`config.mk`:
```
export PLATFORM = sky130hd
export DESIGN_NAME = regfile_seq
export DESIGN_NICKNAME = d
export VERILOG_FILES = /design/src/rtl/regseq_pkg.sv /design/src/rtl/regseq_out_buf.sv /design/src/rtl/regfile_seq.sv
export SDC_FILE = /design/constraint.sdc
export NUM_CORES = 1
export LEC_CHECK = 0
export BUFFER_PORTS_ARGS = -buffer_cell sky130_fd_sc_hd__clkbuf_2
export CAP_MARGIN = 5
export CORE_ASPECT_RATIO = 1.4
export CORE_MARGIN = 2
export CORE_UTILIZATION = 48
export DETAILED_ROUTE_END_ITERATION = 6
export MAX_ROUTING_LAYER = met4
export PLACE_DENSITY = 0.8
export REMOVE_ABC_BUFFERS = 1
export SLEW_MARGIN = 40
export SYNTH_ARGS = -nofsm -noshare
export SYNTH_HDL_FRONTEND = slang
export SYNTH_SLANG_ARGS = --single-unit
```
`constraint.sdc`:
```
create_clock -name clk_i -period 2.4 [get_ports clk_i]
set_clock_uncertainty 0.15 [all_clocks]
set_input_delay 0.24 -clock clk_i [delete_from_list [all_inputs] [get_ports clk_i]]
set_output_delay 0.24 -clock clk_i [all_outputs]
set_load 0.005 [all_outputs]
```
`src/rtl/regseq_pkg.sv`:
```
// Shared types and constants for the regfile_seq bulk load/dump sequencer.
// Build option: REGSEQ_SKIP_R0_EN makes every visited span skip register 0.
package regseq_pkg;

    typedef enum logic [1:0] {
        StIdle,
        StLoad,
        StDump,
        StDone
    } state_e;

    localparam logic OP_LOAD = 1'b0;
    localparam logic OP_DUMP = 1'b1;

    localparam int unsigned DEF_ADDR_W = 5;
    localparam int unsigned DEF_DATA_W = 32;

`ifdef REGSEQ_SKIP_R0_EN
    localparam bit SKIP_R0 = 1'b1;
`else
    localparam bit SKIP_R0 = 1'b0;
`endif

endpackage

```
`src/rtl/regseq_out_buf.sv`:
```
// One-entry valid/ready register slice carrying dump data and the last flag.
module regseq_out_buf
    import regseq_pkg::*;
#(
    parameter int unsigned DATA_W = DEF_DATA_W
) (
    input  logic              clk_i,
    input  logic              rst_ni,
    input  logic              in_valid_i,
    output logic              in_ready_o,
    input  logic [DATA_W-1:0] in_data_i,
    input  logic              in_last_i,
    output logic              out_valid_o,
    input  logic              out_ready_i,
    output logic [DATA_W-1:0] out_data_o,
    output logic              out_last_o
);

    logic              valid_q;
    logic              last_q;
    logic [DATA_W-1:0] data_q;

    // Accept a new word when empty or when the held word leaves this cycle.
    assign in_ready_o = !valid_q || out_ready_i;

    always_ff @(posedge clk_i or negedge rst_ni) begin
        if (!rst_ni) begin
            valid_q <= 1'b0;
            last_q  <= 1'b0;
            data_q  <= '0;
        end else if (in_valid_i && in_ready_o) begin
            valid_q <= 1'b1;
            last_q  <= in_last_i;
            data_q  <= in_data_i;
        end else if (out_ready_i) begin
            valid_q <= 1'b0;
            last_q  <= 1'b0;
        end
    end

    assign out_valid_o = valid_q;
    assign out_data_o  = data_q;
    assign out_last_o  = last_q;

endmodule

```
`src/rtl/regfile_seq.sv`:
```
// Bulk load/dump sequencer that owns the register-file ports while busy_o is high.
// Build option: REGSEQ_SKIP_R0_EN skips address 0 (no input word, no write, no beat).
module regfile_seq
    import regseq_pkg::*;
#(
    parameter int unsigned ADDR_W = DEF_ADDR_W,
    parameter int unsigned DATA_W = DEF_DATA_W
) (
    input  logic              clk_i,
    input  logic              rst_ni,
    input  logic              cmd_valid_i,
    output logic              cmd_ready_o,
    input  logic              cmd_op_i,
    input  logic [ADDR_W-1:0] cmd_base_i,
    input  logic [ADDR_W:0]   cmd_count_i,
    input  logic              in_valid_i,
    output logic              in_ready_o,
    input  logic [DATA_W-1:0] in_data_i,
    output logic              out_valid_o,
    input  logic              out_ready_i,
    output logic [DATA_W-1:0] out_data_o,
    output logic              out_last_o,
    output logic              busy_o,
    output logic              done_o,
    output logic [ADDR_W-1:0] rf_raddr_o,
    input  logic [DATA_W-1:0] rf_rdata_i,
    output logic              rf_we_o,
    output logic [ADDR_W-1:0] rf_waddr_o,
    output logic [DATA_W-1:0] rf_wdata_o
);

    localparam int unsigned     CntW    = ADDR_W + 1;
    localparam logic [CntW-1:0] FullCnt = {1'b1, {ADDR_W{1'b0}}};

    state_e            state_q;
    logic [ADDR_W-1:0] addr_q;
    logic [CntW-1:0]   rem_q;
    logic              rf_we_q;
    logic [ADDR_W-1:0] rf_waddr_q;
    logic [DATA_W-1:0] rf_wdata_q;

    logic [CntW-1:0] cmd_cnt;
    logic            only_r0;
    logic            skip_addr;
    logic            last_visit;
    logic            in_fire;
    logic            buf_load;
    logic            buf_in_ready;
    logic            buf_fire;
    logic            beat_done;

    always_comb begin
        cmd_cnt    = (cmd_count_i == '0) ? FullCnt : cmd_count_i;
        only_r0    = SKIP_R0 && (cmd_base_i == '0) && (cmd_cnt == CntW'(1));
        skip_addr  = SKIP_R0 && (addr_q == '0) && (rem_q != '0);
        // Final visit, looking past a trailing address 0 that will be skipped.
        last_visit = (rem_q == CntW'(1)) ||
                     (SKIP_R0 && (rem_q == CntW'(2)) && (addr_q == '1));
        in_ready_o = (state_q == StLoad) && !skip_addr && (rem_q != '0);
        in_fire    = in_valid_i && in_ready_o;
        buf_load   = (state_q == StDump) && !skip_addr && (rem_q != '0);
        buf_fire   = buf_load && buf_in_ready;
        beat_done  = out_valid_o && out_ready_i && out_last_o;
    end

    always_ff @(posedge clk_i or negedge rst_ni) begin
        if (!rst_ni) begin
            state_q    <= StIdle;
            addr_q     <= '0;
            rem_q      <= '0;
            rf_we_q    <= 1'b0;
            rf_waddr_q <= '0;
            rf_wdata_q <= '0;
        end else begin
            rf_we_q <= 1'b0;
            unique case (state_q)
                StIdle: begin
                    if (cmd_valid_i) begin
                        addr_q <= cmd_base_i;
                        rem_q  <= cmd_cnt;
                        if (only_r0) begin
                            state_q <= StDone;
                        end else if (cmd_op_i == OP_DUMP) begin
                            state_q <= StDump;
                        end else begin
                            state_q <= StLoad;
                        end
                    end
                end
                StLoad: begin
                    if (in_fire) begin
                        rf_we_q    <= 1'b1;
                        rf_waddr_q <= addr_q;
                        rf_wdata_q <= in_data_i;
                        addr_q     <= addr_q + ADDR_W'(1);
                        rem_q      <= rem_q - CntW'(1);
                        if (last_visit) begin
                            state_q <= StDone;
                        end
                    end else if (skip_addr) begin
                        addr_q <= addr_q + ADDR_W'(1);
                        rem_q  <= rem_q - CntW'(1);
                    end
                end
                StDump: begin
                    if (buf_fire || skip_addr) begin
                        addr_q <= addr_q + ADDR_W'(1);
                        rem_q  <= rem_q - CntW'(1);
                    end
                    if (beat_done) begin
                        state_q <= StDone;
                    end
                end
                StDone: state_q <= StIdle;
                default: state_q <= StIdle;
            endcase
        end
    end

    regseq_out_buf #(
        .DATA_W(DATA_W)
    ) u_out_buf (
        .clk_i      (clk_i),
        .rst_ni     (rst_ni),
        .in_valid_i (buf_load),
        .in_ready_o (buf_in_ready),
        .in_data_i  (rf_rdata_i),
        .in_last_i  (last_visit),
        .out_valid_o(out_valid_o),
        .out_ready_i(out_ready_i),
        .out_data_o (out_data_o),
        .out_last_o (out_last_o)
    );

    assign cmd_ready_o = (state_q == StIdle);
    assign busy_o      = (state_q != StIdle);
    assign done_o      = (state_q == StDone);
    assign rf_raddr_o  = addr_q;
    assign rf_we_o     = rf_we_q;
    assign rf_waddr_o  = rf_waddr_q;
    assign rf_wdata_o  = rf_wdata_q;

endmodule

```
After elaboration in Yosys (flattened, before gate mapping)
Cells that the tools add are included.

Register bits after elaboration: 85. Input bits: 81. Output and inout port bits: 81. Logic and storage cells: 57.

Add/subtract/negate cells: 2. Equality and inequality tests: 9. Mux-type cells: 20. Reduce and logical (&&, ||, !) cells: 17.

Operator list (count): $mux W6 (4); $pmux W6 S3 (1); $mux W5 (3); $pmux W5 S3 (1); $mux W2 (5); $ne A2 B2 Y1 const B (4); $pmux W2 S4 (1); $reduce_and A4 Y1 (2); $eq A6 B1 Y1 const B (1); $logic_and A1 B1 Y1 (6); $logic_not A6 Y1 (1); $reduce_bool A6 Y1 (1); $sub A6 B1 Y6 const B (1); $add A5 B1 Y5 const B (1); $mux W1 (5); $eq A2 B2 Y1 const B (2); $reduce_bool A2 Y1 (2); $reduce_bool A3 Y1 (1); $eq A2 B1 Y1 const B (1); $logic_not A2 Y1 (1); $ne A2 B1 Y1 const B (1); $reduce_and A2 Y1 (1); $logic_not A1 Y1 (1); $logic_or A1 B1 Y1 (1).

Depth between registers and ports, before layout
Depth in word-level cells: 5. Depth in mapped cells: 8. Depth with buffers taken out: 6.

By module
From an unflattened synthesis, not the netlist that was laid out.

Cell total of the unflattened synthesis: 276. Area total of the unflattened synthesis: 3857.4 um2.

Modules (own cells, without submodules): regfile_seq (instances 1, cells each 200, area each 2417.3 um2, seq. area each 1276.2 um2); regseq_out_buf (instances 1, cells each 76, area each 1440.1 um2, seq. area each 850.8 um2).

Worst setup path before layout
No wires, ideal clock.

Path type: reg-to-reg. From: register rem_q[2]. To: register rf_wdata_q[18], in the netlist rf_wdata_o[18]. Library setup time: 127 ps. Arrival: 1665 ps. Required time: 2123 ps. Path slack: 458 ps. Stages on the path, launching flop included: 7. Path buffers: 2. Clock period less this slack: 1942 ps. Cell sequence: dfrtp_1 -> nor4_4 -> nand2_2 -> nand3_1 -> buf_4 -> buf_6 -> mux2_1.

Longest elaborated chain between the ends: 4.

Ends and longest elaborated chain: from (decl) (line regfile_seq.sv:37) `logic [CntW-1:0] rem_q;`; from (signal assigned) (line regfile_seq.sv:80) `rem_q <= cmd_cnt;`; from (signal assigned) (line regfile_seq.sv:96) `rem_q <= rem_q - CntW'(1);`; from (signal assigned) (line regfile_seq.sv:102) `rem_q <= rem_q - CntW'(1);`; $reduce_bool A6 Y1 (line regfile_seq.sv:59) `in_ready_o = (state_q == StLoad) && !skip_addr && (rem_q != '0);`; $logic_and A1 B1 Y1 (line regfile_seq.sv:59); $logic_and A1 B1 Y1 (line regfile_seq.sv:60) `in_fire = in_valid_i && in_ready_o;`; $reduce_and A2 Y1 (no line); to (signal assigned) (line regfile_seq.sv:94) `rf_wdata_q <= in_data_i;`; to (decl) (line regfile_seq.sv:40) `logic [DATA_W-1:0] rf_wdata_q;`.

No other way between the ends. A chain may end at the register's enable or synchronous reset.

Worst setup path in the final report
From: register rem_q[0]. To: register u_out_buf.data_q[31], in the netlist u_out_buf.out_data_o[31].

Longest elaborated chain between the ends: 3.

Ends and longest elaborated chain: $reduce_bool A6 Y1 (line regfile_seq.sv:61) `buf_load = (state_q == StDump) && !skip_addr && (rem_q != '0);`; $logic_and A1 B1 Y1 (line regfile_seq.sv:61); $logic_and A1 B1 Y1 (line regseq_out_buf.sv:31) `end else if (in_valid_i && in_ready_o) begin`; to (signal assigned) (line regseq_out_buf.sv:34) `data_q <= in_data_i;`; to (decl) (line regseq_out_buf.sv:21) `logic [DATA_W-1:0] data_q;`.

No other way between the ends.

==> flow_metrics.tcl <==
set metrics [dict create \
    holdPathEnd "rf_raddr_o[2]$_DFFE_PN0P_" \
    ioPinCount 162 \
    timing.final.ws_setup_ps 273 \
    ys.warnings.count 0 \
    synthFlopType "dfrtp_1" \
    cts_sinks 85 \
    fmax_mhz 470 \
    ys_types 36 \
    die_height_um 109 \
    holdPathStages 3 \
    power_frac_comb 0.483 \
    report.power.total_mw 7.11 \
    cts_root_buf "clkbuf_8" \
    synth_top_area_share 0.558 \
    grt_usage 0.244 \
    layout-drive-gt1-share 0.468 \
    dp_slack_ps 311 \
    grt_pass1_wl_um 15600 \
    power_frac_seq 0.377 \
    synth_commonest_cells "dfrtp_1, mux2_2, mux2_1" \
    via_count 3098 \
    first_global_vias 3253 \
    r2r-start "rem_q[0]$_DFFE_PN0P_" \
    max_slew_margin 0.643 \
    viasPerCell 5.06 \
    area_growth_pct 47.1 \
    switching_share 0.359 \
    dp_hpwl_um 6400 \
    min_period_over_period 0.886 \
    end_kind "flop" \
    peakVddDrop_mv 0.725 \
    gr-total-overflow 0 \
    start_util 0.492 \
    clk_path_buf_depth 2 \
    cp_max_fo 39 \
    num-fill-cells 538 \
    grt_max_degree 46 \
    postSynthAreaPerCell_sq_um 14.0 \
    yosysTopAreaCell "dfrtp_1" \
    dieArea_sq_um 8680 \
    outcome "finished, final reports clean" \
    htree_num_levels 3 \
    synthTopCellsByArea "dfrtp_1, mux2_2, mux2_4, mux2_1, o2111ai_1" \
    setup_tns_ps 0 \
    synth_area_sq_um 3810 \
    nets 595 \
    rsz0062_at_grt "no" \
    worst_ep_required_time_ps 2480 \
    drv_slew 0 \
    port_buffers 161 \
    fp.dieW_um 79.3 \
    wl_per_cell_um 16.2 \
    drt_iter0_drc 141 \
    p_leak_nw 2.74 \
    setup.reg_to_reg.worst_slack_ps 270 \
    ff2ff_path_depth 5 \
    cts_tree "done" \
    setup_viol 0 \
    slowest_delay_ps 430 \
    start_kind "flop" \
    p_switching_mw 2.55 \
    clk_latency_ps 350 \
    powerDensity_nw_per_um2 1270 \
    worst_slew_pin_slew_ps 536 \
    critical_path_class "flop to flop" \
    fin_crit_ps 2130 \
    seqCellArea_sq_um 2130 \
    pwr-share-clk 0.140 \
    drtAntennaViolNets 0 \
    gp_congestion 0.839 \
    async_reset_ff_frac 1.00 \
    syn_inst 273 \
    core_sq_um 7750 \
    fp-row-count 38 \
    yosysSeqAreaShare 0.558 \
    cp.buffers_inverters 2 \
    finish.utilization 0.723 \
    first_pass_iters 4 \
    cts_buffers 9 \
    hold-worst-slack_ps 29.8 \
    cts.clk_slew.worst_paths_ps 80 \
    hold_start "cmd_base_i[2]" \
    hold_violations 0 \
    worst_r2r_endpoint "u_out_buf.out_data_o[31]$_DFFE_PN0P_" \
    synth_edf_count 0 \
    synth.ff_latch_count 85 \
    arrival_ps 2210 \
    synth.most_common_cell "dfrtp_1" \
    wl_um 9880 \
    drv_cap 0 \
    multi_input_area_sq_um 1520 \
    antenna_found_initial 0 \
    postCtsSetupBuffers 0 \
    hold_class "primary input to flop" \
    cp_top_family "flip-flops" \
    drc 0 \
    crit_path_cell_trace "inv_1 -> ha_1 -> a221oi_4 -> buf_12 -> mux2_2" \
    critPathSlowestCell "dfrtp_1" \
    internal-power_mw 4.56 \
]
## power groups by stage
| stage | clock network (mW) | logic, mW | registers, mW |
|---|---|---|---|
| floorplan | 0 | 1.91 | 2.67 |
| global placement | 0 | 3.22 | 2.64 |
| detailed placement | 0 | 3.33 | 2.68 |
| CTS | 1.01 | 3.43 | 2.66 |
| global route | 1.09 | 3.73 | 2.77 |
| finish | 0.994 | 3.44 | 2.68 |
## cell families after synthesis
family	Yosys count	share of synthesized area
flip-flops	85	0.558
multiplexers	78	0.244
AND/OR/NAND/NOR	36	0.0545
AO/OA/AOI/OAI	33	0.0693
buffers and inverters	33	0.0479
adder cells (fa/ha/maj)	8	0.0263
## worst register-to-register path, cell delays in order (launching register included)
cell and delay (ps):
dfrtp_1 430, inv_1 110, ha_1 290, a221oi_4 350, buf_12 290, mux2_2 400
## metrics by stage
step / cell area, sq um / instances
final: 5610 / 612
after global routing: 5600 / 611
after CTS: 5600 / 611
after detailed placement: 4770 / 530
after global placement: 4770 / 530
after floorplan: 3700 / 258
## sequential cells by signal, summed over array words and instances (netlist names)
register and cells:
u_out_buf.out_valid_o 1, u_out_buf.out_data_o 32, rf_wdata_o 32, rf_we_o 1, u_out_buf.out_last_o 1, rf_waddr_o 5
rem_q 6, rf_raddr_o 5, state_q 2
## area by class of cell
class                           count  share of cell area
Inverter                           18              0.0121
Sequential cell                    85               0.379
Antenna cell                        1            0.000446
Timing Repair Buffer              237               0.282
Tap cell                          100              0.0223
Clock inverter                      1             0.00536
Clock buffer                       15              0.0279
Multi-Input combinational cell    155               0.271
## how the worst max path moves through the flow
stage	start	to	slack (ps)	depth (start not counted)
floorplan	rem_q[0]$_DFFE_PN0P_	rf_raddr_o[1]$_DFFE_PN0P_	-1700	5
global placement	rem_q[2]$_DFFE_PN0P_	rf_wdata_o[13]$_DFFE_PN0P_	390	5
detailed placement	rem_q[0]$_DFFE_PN0P_	u_out_buf.out_data_o[3]$_DFFE_PN0P_	310	5
CTS	rem_q[0]$_DFFE_PN0P_	u_out_buf.out_data_o[3]$_DFFE_PN0P_	300	5
global route	rem_q[0]$_DFFE_PN0P_	u_out_buf.out_data_o[31]$_DFFE_PN0P_	200	5
finish	rem_q[0]$_DFFE_PN0P_	u_out_buf.out_data_o[31]$_DFFE_PN0P_	270	5
## layout by cell type, fill, tap and decap left out, types with 2 or more instances in the layout
cell type	n
buf_4	9
buf_12	3
mux2i_1	7
mux2_1	20
o211ai_1	4
inv_1	18
a22o_1	2
mux2_4	16
clkbuf_2	160
nor3_1	3
nor2b_1	2
nand2_1	6
clkbuf_1	5
dlygate4sd3_1	65
nor4_1	3
o2111ai_1	12
or3_1	2
ha_1	8
dfrtp_1	85
o21ai_0	8
mux2_2	35
nor2_1	3
nand3_1	9
clkbuf_8	10
## per-layer routing
layer / up-vias / part of all wire / global-route usage
met1: 1510 / 0.36 / 0.267
li1: 1458 / - / -
met5: - / 0 / -
met4: 0 / 0.033 / 0.128
met3: 27 / 0.037 / 0.0534
met2: 103 / 0.57 / 0.418
## repair_timing
action,in CTS,in global routing
hold buffers,65,0
endpoints found under the hold margin,104,0
resized for setup,0,0
Power figures use the tool's default switching activity.
